==> src/rtl/sram_arbiter.sv <==
// SRAM arbiter: shares one asynchronous SRAM between the Z80 bus and the video
// fetcher. Every access takes a fixed ACC_CYCLES clocks. Video has priority. A CPU
// request that loses a grant to video is served at the next decision point.
// cpu_wait stretches the CPU cycle until its access has been acknowledged.

module sram_arbiter #(
  parameter int unsigned ACC_CYCLES = 2,  // clocks per SRAM access, legal 2..8
  parameter int unsigned AW         = 19  // SRAM address width
) (
  input  logic          clk28,
  input  logic          rst_n,
  // CPU side
  input  logic          cpu_req,
  input  logic          cpu_wr,
  input  logic [AW-1:0] cpu_addr,
  input  logic [7:0]    cpu_wdata,
  output logic [7:0]    cpu_rdata,
  output logic          cpu_ack,
  output logic          cpu_wait,
  // Video side
  input  logic          vid_req,
  input  logic [AW-1:0] vid_addr,
  output logic [7:0]    vid_data,
  output logic          vid_ack,
  // SRAM pins
  output logic [AW-1:0] ram_a,
  output logic [7:0]    ram_do,
  output logic          ram_doe,
  input  logic [7:0]    ram_di,
  output logic          ram_oe_n,
  output logic          ram_we_n
);

  localparam int unsigned CntW = 3;
  localparam logic [CntW-1:0] CntLast = CntW'(ACC_CYCLES - 1);

  typedef enum logic [1:0] {
    StIdle,
    StVid,
    StCpuRd,
    StCpuWr
  } state_e;

  state_e          state_q, state_d;
  logic [CntW-1:0] cnt_q, cnt_d;
  logic            cpu_first_q, cpu_first_d;
  logic [AW-1:0]   addr_q, addr_d;
  logic [7:0]      wdata_q, wdata_d;
  logic [7:0]      cpu_rdata_q, cpu_rdata_d;
  logic [7:0]      vid_data_q, vid_data_d;
  logic            cpu_ack_q, cpu_ack_d;
  logic            vid_ack_q, vid_ack_d;

  logic            last;
  logic            decide;
  logic            cpu_busy;
  logic            cpu_cand;
  logic            vid_cand;
  logic            grant_cpu;
  logic            grant_vid;

  // Arbitration: decisions happen when idle or in the final cycle of an access.
  always_comb begin
    cpu_busy = (state_q == StCpuRd) || (state_q == StCpuWr);
    last     = (state_q != StIdle) && (cnt_q == CntLast);
    decide   = (state_q == StIdle) || last;
    // A requester still holding req for the access in flight (final cycle) or just
    // acknowledged (ack cycle) must not be granted again on that stale request.
    cpu_cand  = cpu_req & ~cpu_ack_q & ~(last & cpu_busy);
    vid_cand  = vid_req & ~vid_ack_q & ~(last & (state_q == StVid));
    grant_cpu = decide & cpu_cand & (cpu_first_q | ~vid_cand);
    grant_vid = decide & vid_cand & ~grant_cpu;
  end

  // Next-state: access sequencing, data capture, ack generation and grants.
  always_comb begin
    state_d     = state_q;
    cnt_d       = cnt_q;
    cpu_first_d = cpu_first_q;
    addr_d      = addr_q;
    wdata_d     = wdata_q;
    cpu_rdata_d = cpu_rdata_q;
    vid_data_d  = vid_data_q;
    cpu_ack_d   = 1'b0;
    vid_ack_d   = 1'b0;

    if (state_q != StIdle) begin
      cnt_d = cnt_q + CntW'(1);
    end

    // Read data is sampled at the end of the final cycle; ack follows one cycle later.
    if (last) begin
      unique case (state_q)
        StVid: begin
          vid_data_d = ram_di;
          vid_ack_d  = 1'b1;
        end
        StCpuRd: begin
          cpu_rdata_d = ram_di;
          cpu_ack_d   = 1'b1;
        end
        StCpuWr: begin
          cpu_ack_d = 1'b1;
        end
        default: ;
      endcase
    end

    if (decide) begin
      cnt_d = '0;
      if (grant_cpu) begin
        state_d     = cpu_wr ? StCpuWr : StCpuRd;
        addr_d      = cpu_addr;
        cpu_first_d = 1'b0;
        if (cpu_wr) begin
          wdata_d = cpu_wdata;
        end
      end else if (grant_vid) begin
        state_d     = StVid;
        addr_d      = vid_addr;
        // A CPU passed over here goes first at the next decision.
        cpu_first_d = cpu_first_q | cpu_cand;
      end else begin
        state_d = StIdle;
      end
    end
  end

  // Control state register; reset aborts any access without an ack.
  always_ff @(posedge clk28 or negedge rst_n) begin
    if (!rst_n) begin
      state_q     <= StIdle;
      cnt_q       <= '0;
      cpu_first_q <= 1'b0;
      cpu_ack_q   <= 1'b0;
      vid_ack_q   <= 1'b0;
    end else begin
      state_q     <= state_d;
      cnt_q       <= cnt_d;
      cpu_first_q <= cpu_first_d;
      cpu_ack_q   <= cpu_ack_d;
      vid_ack_q   <= vid_ack_d;
    end
  end

  // Datapath registers: latched address/write data and returned read data.
  always_ff @(posedge clk28 or negedge rst_n) begin
    if (!rst_n) begin
      addr_q      <= '0;
      wdata_q     <= '0;
      cpu_rdata_q <= '0;
      vid_data_q  <= '0;
    end else begin
      addr_q      <= addr_d;
      wdata_q     <= wdata_d;
      cpu_rdata_q <= cpu_rdata_d;
      vid_data_q  <= vid_data_d;
    end
  end

  // SRAM strobes decoded from state so an async reset releases them immediately.
  // WE is released in the final write cycle to give data hold time.
  always_comb begin
    ram_oe_n = 1'b1;
    ram_we_n = 1'b1;
    ram_doe  = 1'b0;
    unique case (state_q)
      StVid, StCpuRd: begin
        ram_oe_n = 1'b0;
      end
      StCpuWr: begin
        ram_doe  = 1'b1;
        ram_we_n = (cnt_q == CntLast);
      end
      default: ;
    endcase
  end

  assign ram_a     = addr_q;
  assign ram_do    = wdata_q;
  assign cpu_rdata = cpu_rdata_q;
  assign vid_data  = vid_data_q;
  assign cpu_ack   = cpu_ack_q;
  assign vid_ack   = vid_ack_q;
  assign cpu_wait  = cpu_req & ~cpu_ack_q;

endmodule

==> config.mk <==
export PLATFORM = sky130hd
export DESIGN_NAME = sram_arbiter
export DESIGN_NICKNAME = d
export VERILOG_FILES = /design/src/rtl/sram_arbiter.sv
export SDC_FILE = /design/constraint.sdc
export NUM_CORES = 1
export LEC_CHECK = 0
export ABC_AREA = 0
export ABC_CLOCK_PERIOD_IN_PS = 3300
export CAP_MARGIN = 20
export CORE_UTILIZATION = 45
export CTS_CLUSTER_SIZE = 25
export DETAILED_ROUTE_END_ITERATION = 10
export MAX_ROUTING_LAYER = met4
export PLACE_DENSITY_LB_ADDON = 0.05
export SYNTH_ARGS = -nofsm -noshare
export SYNTH_HDL_FRONTEND = slang
export SYNTH_SLANG_ARGS = --single-unit
==> constraint.sdc <==
create_clock -name clk28 -period 3.3 [get_ports clk28]
set_clock_uncertainty 0.05 [all_clocks]
set_input_delay 0.66 -clock clk28 [delete_from_list [all_inputs] [get_ports clk28]]
set_output_delay 0.66 -clock clk28 [all_outputs]
set_load 0.05 [all_outputs]
==> results.ini <==
[status]
outcome=finished clean

[cts]
cts_inserted_buffers=5
clock_sinks=51
cts_setup_buffers=0
clock_path_buffers=2
cts.clk_slew.worst_paths_ns=0.10
cts.repair.resized=0
holdBufCountCts=0
ctsHtreeMaxLevel=2
cts_tree=done
cts_root_buf=clkbuf_8
clk_latency_ns=0.31

[place]
pre_cts_ws_ns=0.3416
place.gp.congestion=0.7831
io_buffers=107
dp.cells=379
place_hpwl_um=4250

[flow_run]
maxCapViolCount=0

[cells_and_area]
area_growth_pct=49.82
fill_cells=423
final_cells=387
drive_above_1_share_pct=14.20
nets=381
multi_input_area_sq_um=1055
antenna_cells=0
layout_common_cells=clkdlybuf4s50_1 (106), dfrtp_1 (51), nand4_1 (19)
final_common_cell=clkdlybuf4s50_1
seq_area_sq_um=1276

[power]
powerDensity_nw_per_um2=1165
power.leakage_nw=1.539
ir_drop_mv=0.7197

[worst_setup_path]
reg2reg_from=state_q[0]
required_ns=2.59
crit_fanout=3
worstSetupPathType=input port to primary output
crit_path_start_kind=input port
end_kind=primary output
startpoint=cpu_req
critPathArrivalTime_ns=2.25

[grt]
antenna_found_initial=0
met1_usage_pct=28.44
grtUsageMet2_pct=36.67
grt_pass1_wl_um=10200
grt_busiest_layer=met2
gr-total-overflow=0
grtUsageMet3_pct=5.269
grt_max_degree=40
grt_pass1_vias=2079
grt_usage_pct=22.58

[synth]
synth_warnings=0
synthCells=214
synthesis.nets=279
ys_types=36
ys_seq_area_share_pct=51.39
synth.cell_area_sq_um=2484
synth-seq-cells=51
syn_area_per_cell_sq_um=11.61

[drt]
ant_nets=0
vias_per_cell=5.506
drcViolationCount=0
wl_per_cell_um=15.76
drtIter0Drc=68
num_vias=2131
drtPass1Iterations=4
wl_um=6098

[timing]
rsz0062_at_grt=false
period_needed_ns=2.958
hold_viol=0
worst_pin_slew_ns=0.8829
timing.final.crit_share_pct=89.64
finalWorstSetupSlack_ns=0.3419
slew-limit-headroom_pct=41.14
drv_slew=0
setup_viol=0
setup-tns-final_ns=0
fmax_ghz=0.3381

[floorplanning]
design.die.area_sq_um=5820
dieWidth_um=76.29
dieHeight_um=76.29
core_sq_um=5205
initial_core_util_pct=47.72
pin_count=108
fp-row-count=26

[min_path]
hold_class=input port to asynchronous set/reset pin

layer usage:
metal | part of all wire, % | wire (um)
met1 | 44 | 2712
met2 | 50 | 3036
met3 | 5.2 | 315
met4 | 0.56 | 34
met5 | 0 | 0
cell usage after synthesis (all sizes together):
library cell,count,area share [%]
a211oi,9,2.7
a21oi,1,0.20
a31oi,9,2.3
and2,2,0.50
and4,1,0.35
buf,13,3.0
clkbuf,7,1.1
dfrtp,51,51
ha,6,3.0
inv,16,2.4
mux2,24,12
nand2,2,0.40
nand2b,3,0.76
nand4,19,4.8
nand4bb,1,0.45
nor2,3,0.45
nor2b,2,0.50
nor3,1,0.20
nor3b,3,0.91
nor4,1,0.25
o211ai,10,3.0
o21a,1,0.30
o21ai,4,0.81
o21ba,1,0.40
o21bai,2,0.60
o22ai,1,0.25
o311ai,10,3.5
o31ai,10,3.0
xnor2,1,0.35
worst max-delay path, cell delays in order:
cell             delay [ns]
clkdlybuf4s50_1        0.45
nor2b_1                0.27
clkdlybuf4s50_1        0.86
flip-flops by register name, summed over array words and instances, names as in the netlist:
name and count:
ram_do 8, cpu_ack 1, cnt_q 3, cpu_rdata 8, cpu_first_q 1, state_q 2
vid_data 8, ram_a 19, vid_ack 1
power breakdown:
| part | switching [mW] | internal (mW) |
|---|---|---|
| registers | 0.168 | 0.939 |
| logic | 1.77 | 1.01 |
| clock network | 0.218 | 0.230 |
area by class of cell:
class | instances | area share [%]
flip-flops and latches | 51 | 34.30
inverters | 16 | 1.614
multi-input cells | 127 | 28.35
clock inverters | 3 | 1.278
clock buffers | 5 | 1.849
repair buffers | 115 | 30.26
well taps | 70 | 2.354
stage by stage:
| step | instance area (sq um) | util [%] | total power [mW] | hold WS [ns] |
|---|---|---|---|---|
| after global routing | 3721 | 71.49 | 4.574 | 0.4729 |
| after global placement | 3605 | 69.25 | 3.873 | 0.4075 |
| after CTS | 3721 | 71.49 | 4.356 | 0.4308 |
| after floorplan | 2484 | - | 3.029 | 0.3144 |
| final | 3721 | 71.49 | 4.334 | 0.4119 |
| after detailed placement | 3605 | 69.25 | 3.898 | 0.4096 |
kinds of logic (layout without fill, tap and decap cells):
| family | Yosys count | after routing | synth area share (%) |
|---|---|---|---|
| fa+ha+maj | 6 | 6 | 3.023 |
| mux | 24 | 24 | 12.09 |
| simple gates | 38 | 38 | 9.571 |
| flops | 51 | 51 | 51.39 |
| buf+inv | 36 | 139 | 6.448 |
| compound gates | 58 | 58 | 17.13 |
| xor+xnor | 1 | 1 | 0.3527 |
path summary, 6_finish.rpt:
path	slack, ns	endpoint	depth (start not counted)
worst max-delay path	0.34	cpu_wait	3
worst min-delay path	0.41	ram_a[4]	1
worst max register to register	0.45	ram_a[8]	7
worst min register to register	0.43	cnt_q[0]	1
max in group asynchronous	2.15	ram_a[5]	2
min in group clk28	0.43	cnt_q[0]	1
Note: power is estimated with default switching activity, not from simulation.
